<file path="config.mk">
export PLATFORM = sky130hd
export DESIGN_NAME = stopwatch_input_ctrl
export DESIGN_NICKNAME = d
export VERILOG_FILES = /design/src/rtl/stopwatch_input_ctrl_pkg.sv /design/src/rtl/stopwatch_input_ctrl_debounce.sv /design/src/rtl/stopwatch_input_ctrl.sv
export SDC_FILE = /design/constraint.sdc
export NUM_CORES = 1
export LEC_CHECK = 0
export BUFFER_PORTS_ARGS = -buffer_cell sky130_fd_sc_hd__buf_2
export CORE_MARGIN = 3
export CORE_UTILIZATION = 25
export CTS_CLUSTER_DIAMETER = 120
export DETAILED_ROUTE_END_ITERATION = 12
export PLACE_DENSITY_LB_ADDON = 0.15
export SETUP_SLACK_MARGIN = 0.02
export SLEW_MARGIN = 10
export SYNTH_ARGS = -nofsm -noshare
export SYNTH_HDL_FRONTEND = slang
export SYNTH_SLANG_ARGS = --single-unit
export TNS_END_PERCENT = 5
</file>
<file path="constraint.sdc">
create_clock -name clk -period 6 [get_ports clk]
set_input_delay 0.6 -clock clk [delete_from_list [all_inputs] [get_ports clk]]
set_output_delay 0.6 -clock clk [all_outputs]
set_load 0.005 [all_outputs]
</file>
<file path="src/rtl/stopwatch_input_ctrl_pkg.sv">
// Shared definitions for the stopwatch input conditioning block.
// Contents:
//   state_t       - control FSM encoding (IDLE=0, RUN=1, PAUSE=2; 3 unused)
//   DEF_TICK_DIV  - default clk cycles per debounce sample tick
//   DEF_TICK_W    - default width of the tick counter
//   DEF_DB_LEN    - default number of equal samples to change a debounced level
package stopwatch_input_ctrl_pkg;

  typedef enum logic [1:0] {
    ST_IDLE  = 2'd0,
    ST_RUN   = 2'd1,
    ST_PAUSE = 2'd2
  } state_t;

  localparam int DEF_TICK_DIV = 131072;
  localparam int DEF_TICK_W   = 17;
  localparam int DEF_DB_LEN   = 4;

endpackage

</file>
<file path="src/rtl/stopwatch_input_ctrl_debounce.sv">
// Conditions one raw push-button: 2-flop synchronizer, tick-sampled shift
// register with hysteresis, and a rising-edge one-pulse.
// Ports:
//   clk   - system clock
//   rst   - synchronous reset, active-high
//   tick  - sample strobe, one clk wide
//   raw   - asynchronous, bouncing button input
//   db    - debounced level (registered)
//   pulse - one clk pulse on each rising edge of db
module button_debounce #(
  parameter int DB_LEN = 4
) (
  input  logic clk,
  input  logic rst,
  input  logic tick,
  input  logic raw,
  output logic db,
  output logic pulse
);

  logic [1:0]        sync;
  logic [DB_LEN-1:0] sh;
  logic [DB_LEN-1:0] sh_next;
  logic              db_q;

  // The pattern test looks at the register as it will be after this tick's
  // shift, so db changes on the same edge that completes the run of samples.
  assign sh_next = {sh[DB_LEN-2:0], sync[1]};

  always_ff @(posedge clk) begin
    if (rst) begin
      sync <= '0;
      sh   <= '0;
      db   <= 1'b0;
      db_q <= 1'b0;
    end else begin
      sync <= {sync[0], raw};
      db_q <= db;
      if (tick) begin
        sh <= sh_next;
        if (&sh_next)
          db <= 1'b1;
        else if (~|sh_next)
          db <= 1'b0;
        // mixed samples: hold db (hysteresis)
      end
    end
  end

  // db and db_q both clear on rst, so no pulse can appear right after reset.
  assign pulse = db & ~db_q;

endmodule

</file>
<file path="src/rtl/stopwatch_input_ctrl.sv">
// Stopwatch input conditioning: debounces the start and reset buttons and
// turns them into a run/pause level and a clean counter-clear pulse.
// Ports:
//   clk         - system clock
//   rst         - synchronous reset, active-high
//   btn_start   - raw start button (async, may bounce)
//   btn_reset   - raw reset button (async, may bounce)
//   start_db    - debounced start level
//   reset_db    - debounced reset level
//   start_pulse - one clk pulse on start_db rising edge
//   clr_pulse   - one clk pulse on reset_db rising edge (counter clear)
//   run         - 1 while counting (counter enable)
//   state       - FSM state for debug (IDLE=0, RUN=1, PAUSE=2)
// Handshake: none; all outputs are plain levels/pulses in the clk domain,
// valid every cycle, with no backpressure.
module stopwatch_input_ctrl
  import stopwatch_input_ctrl_pkg::*;
#(
  parameter int TICK_DIV = DEF_TICK_DIV,
  parameter int TICK_W   = DEF_TICK_W,
  parameter int DB_LEN   = DEF_DB_LEN
) (
  input  logic       clk,
  input  logic       rst,
  input  logic       btn_start,
  input  logic       btn_reset,
  output logic       start_db,
  output logic       reset_db,
  output logic       start_pulse,
  output logic       clr_pulse,
  output logic       run,
  output logic [1:0] state
);

  logic [TICK_W-1:0] tick_cnt;
  logic              tick;
  state_t            st;

  // Free-running sample divider shared by both debouncers.
  assign tick = (tick_cnt == TICK_W'(TICK_DIV - 1));

  always_ff @(posedge clk) begin
    if (rst)
      tick_cnt <= '0;
    else if (tick)
      tick_cnt <= '0;
    else
      tick_cnt <= tick_cnt + 1'b1;
  end

  button_debounce #(.DB_LEN(DB_LEN)) u_start_db (
    .clk   (clk),
    .rst   (rst),
    .tick  (tick),
    .raw   (btn_start),
    .db    (start_db),
    .pulse (start_pulse)
  );

  button_debounce #(.DB_LEN(DB_LEN)) u_reset_db (
    .clk   (clk),
    .rst   (rst),
    .tick  (tick),
    .raw   (btn_reset),
    .db    (reset_db),
    .pulse (clr_pulse)
  );

  // A held (or just-pressed) reset button pins the FSM in IDLE, which also
  // gives clear priority over a coincident start press. run is loaded with
  // the same decision as the next state so it never lags the state.
  always_ff @(posedge clk) begin
    if (rst) begin
      st  <= ST_IDLE;
      run <= 1'b0;
    end else if (clr_pulse || reset_db) begin
      st  <= ST_IDLE;
      run <= 1'b0;
    end else begin
      case (st)
        ST_IDLE: begin
          if (start_pulse) begin
            st  <= ST_RUN;
            run <= 1'b1;
          end
        end
        ST_RUN: begin
          if (start_pulse) begin
            st  <= ST_PAUSE;
            run <= 1'b0;
          end
        end
        ST_PAUSE: begin
          if (start_pulse) begin
            st  <= ST_RUN;
            run <= 1'b1;
          end
        end
        default: begin
          st  <= ST_IDLE;
          run <= 1'b0;
        end
      endcase
    end
  end

  assign state = st;

endmodule

</file>
==> results.md <==
Synth
• 150 — net count after synthesis
• 31 — count of unique library cells instantiated by Yosys
• 0 — Yosys warning count
• 0.001390 sq mm — Post-Syn Area
• 9.721 sq um — Post-Syn Area per Cell
• 48.96% — register area share after synthesis
• 34 — post-synthesis register bit count
• 143 — Cells after Synth

Power and ir drop
• 303.4 mW/mm^2 — power density over the cells
• 0.4991 mW — Final Power
• 0.6170 nW — Static Leak
• 0.00009995 V — IR Drop Worst-Case VDD

Worst setup path
• 0.61 ns — Critical Path Max Stage Delay
• flop — type of element launching the critical path
• sky130_fd_sc_hd__or4b_2 — slowest cell on the critical path
• ha_1, nand3_1, nor2_1, and3_1, ha_1, or4b_2, a21oi_1, nor3_1 — crit-path cells
• u_reset_db.db — end of the worst register-to-register path
• tick_cnt[0] — r2r startpoint
• 6.16 ns — required time at the endpoint of the critical path
• 0 — CP bufs+invs
• 8 — cells on worst reg2reg path
• flop — type of element capturing the critical path
• 2.60 ns — data arrival time of the critical path
• 3.56 ns — r2r setup slk
• reg2reg — start-to-end type of the worst setup path
• 8 — number of stages on the worst setup path
• 6 — maximum net fanout on the critical path
• simple AND/OR/NAND/NOR gates — kind of cell with the highest combined delay on the critical path
• sky130_fd_sc_hd__ha_1 — most numerous cell on the critical path

Placement
• 10 — number of input and output port buffers inserted
• 0.001503 sq mm — placed cell area
• 3.585 ns — minimum setup slack after placement
• 0.7163 — weighted congestion at the end of routability-driven global placement
• 1622 microns — HPWL after detailed placement

Min path
• 1 — Hold Path Stages
• u_reset_db.sync[1] — end point of the worst hold path
• reg2reg — min-delay worst type
• u_reset_db.sync[0] — Hold Startpoint

Routing
• 0 — remaining routing DRC violations
• 10.58 microns — final routed wire length divided by cell count
• 2380 microns — post-detailed-routing wire length
• 44 — First DRT Iteration DRCs
• 4.329 — post-DR vias/cell
• 4 — detailed-router iteration count before antenna repair
• 974 — total number of vias
• 0 — number of nets with antenna violations after detailed routing

Timing
• 0 — Final Max Slew Viols
• 3.558 ns — Final WS setup
• 0 — final setup vio count
• 2.442 ns — final critical delay including setup and external delays
• no — setup repair after global routing missed its margin
• 0.003473 ns — worst clock skew
• 0 ns — setup TNS
• 409.4 MHz — achievable frequency
• 0.4288 ns — Least-Margin Pin Slew
• 40.71% — share of the clock period used by the worst path after layout
• 71.36% — worst rel slew slack
• 0 — count of endpoints failing hold in the final timing report

Clocking
• 2 — number of H-tree levels
• 5 — CTS Buf Count
• 34 — Sinks on Clock Net
• 0 — number of resized instances in the post-cts repair step
• 0 — number of hold buffers added after CTS
• yes — TritonCTS clock tree
• 0.28 ns — insertion delay of the later-clocked pin in the worst-skew pair
• sky130_fd_sc_hd__clkbuf_8 — Root Buffer
• 0 — Post CTS Setup Buffer Count
• 0.07 ns — clock-pin slew on the worst setup and hold paths
• 2 — number of buffers on the longest clock path

Global routing
• 990 — vias in the first global route
• 20 — pin count of the biggest net entering global routing
• 3.475% — met3 global-route usage
• 12.83% — M2 GR Usage
• 8.819% — Total GRT Usage
• met2 — routing layer with the top usage in global route
• 0 — antenna violations before repair
• 0 — GR Overflow Total
• 4388 microns — global-route wire length before repair
• 10.52% — met1 capacity usage during global routing

Floorplanning
• 26 — number of cell rows
• 80.57 microns — chip height
• 11 — number of ports placed on the die boundary
• 80.57 microns — Horiz. Die Dim
• 0.006491 sq mm — area enclosed by the die boundary
• 0.005238 sq mm — core region area
• 26.54% — starting utilization of the core area

Finish
• 0 — diode count
• 18.71% — fraction of final layout cells sized beyond drive strength 1
• sky130_fd_sc_hd__dfxtp_1 — most common cell after layout, fill and taps aside
• 523 — Layout fillers
• 18.36% — Syn-to-layout area delta
• 161 — nets@finish
• sky130_fd_sc_hd__dfxtp_1, sky130_fd_sc_hd__nor2_1, sky130_fd_sc_hd__buf_2 — leading cell types in the layout, fill and taps excluded
• 31.41% — Finished Core Util
• 0.001645 sq mm — cell area after layout

Job
• 0 — Max Cap Violations

Status
• finished clean — outcome

[cell usage after synthesis (all sizes together)]
library cell / n / area [sq um]
a21oi: 6 / 30.03
a31o: 1 / 8.760
a41oi: 2 / 17.52
and2: 2 / 12.51
and3: 2 / 13.77
buf: 3 / 13.76
clkbuf: 3 / 11.26
dfxtp: 34 / 680.7
ha: 3 / 37.54
inv: 3 / 11.26
mux2i: 7 / 70.07
nand2: 4 / 15.01
nand3: 6 / 30.03
nand4: 3 / 48.80
nor2: 25 / 98.84
nor2b: 8 / 50.05
nor3: 8 / 40.04
nor3b: 1 / 7.510
nor4: 2 / 33.78
nor4b: 1 / 8.760
o21ai: 3 / 15.01
or2: 1 / 6.260
or3: 2 / 12.51
or4b: 2 / 20.02
xnor2: 8 / 70.07
xor2: 3 / 26.28
[stage by stage]
step	hold slack [ns]	cells
floorplan	0.4138	143
CTS	0.4467	225
global route	0.4545	225
finish	0.4445	225
detailed placement	0.4301	217
global placement	0.4181	217
[registers in the layout, indices dropped and copies added, names as in the netlist]
register,count
tick_cnt,17
u_reset_db.sh,3
u_start_db.sh,3
state,2
u_reset_db.sync,2
u_start_db.sync,2
run,1
u_reset_db.db,1
u_reset_db.db_q,1
u_start_db.db,1
u_start_db.db_q,1
[where the power goes]
group	internal [mW]	switching [mW]
clock	0.177	0.0825
sequential	0.229	0.00229
combinational	0.00320	0.00541
total	0.409	0.0902
[per-layer routing]
layer | part of all wire (%) | vias up
met5 | 0 | -
met4 | 2.7 | 0
met3 | 4.2 | 6
met2 | 44 | 11
met1 | 49 | 454
li1 | - | 503
[kinds of logic (layout without fill, tap and decap cells)]
| kind of cell | count (synthesis) | count (layout) | synth area share [%] |
|---|---|---|---|
| xor+xnor | 11 | 11 | 6.931 |
| flops | 34 | 34 | 48.96 |
| mux | 7 | 7 | 5.041 |
| fa+ha+maj | 3 | 3 | 2.701 |
| simple gates | 67 | 67 | 28.62 |
| buf+inv | 9 | 21 | 2.610 |
| compound gates | 12 | 12 | 5.131 |
[worst reg2reg max path, stage by stage (launching register included)]
cell,delay (ns)
sky130_fd_sc_hd__dfxtp_1,0.37
sky130_fd_sc_hd__ha_1,0.25
sky130_fd_sc_hd__nand3_1,0.22
sky130_fd_sc_hd__nor2_1,0.21
sky130_fd_sc_hd__and3_1,0.21
sky130_fd_sc_hd__ha_1,0.25
sky130_fd_sc_hd__or4b_2,0.61
sky130_fd_sc_hd__a21oi_1,0.17
sky130_fd_sc_hd__nor3_1,0.06
[worst max-delay path by stage]
stage / startpoint / slack [ns] / to
2_1_floorplan: tick_cnt[0] / 3.78 / u_reset_db.db
3_3_place_gp: tick_cnt[0] / 3.62 / u_reset_db.db
3_5_place_dp: tick_cnt[0] / 3.59 / u_reset_db.db
4_1_cts: tick_cnt[0] / 3.56 / u_reset_db.db
5_1_grt: tick_cnt[0] / 3.35 / u_reset_db.db
6_report: tick_cnt[0] / 3.56 / u_reset_db.db
[layout make-up]
type | count | area (sq um) | area share (%)
well taps | 70 | 87.58 | 5.323
flip-flops and latches | 34 | 680.7 | 41.37
clock buffers | 6 | 82.58 | 5.019
clock inverters | 2 | 60.06 | 3.650
inverters | 3 | 11.26 | 0.6844
repair buffers | 10 | 50.05 | 3.042
multi-input cells | 100 | 673.1 | 40.91
(Power assumes the default switching activity.)
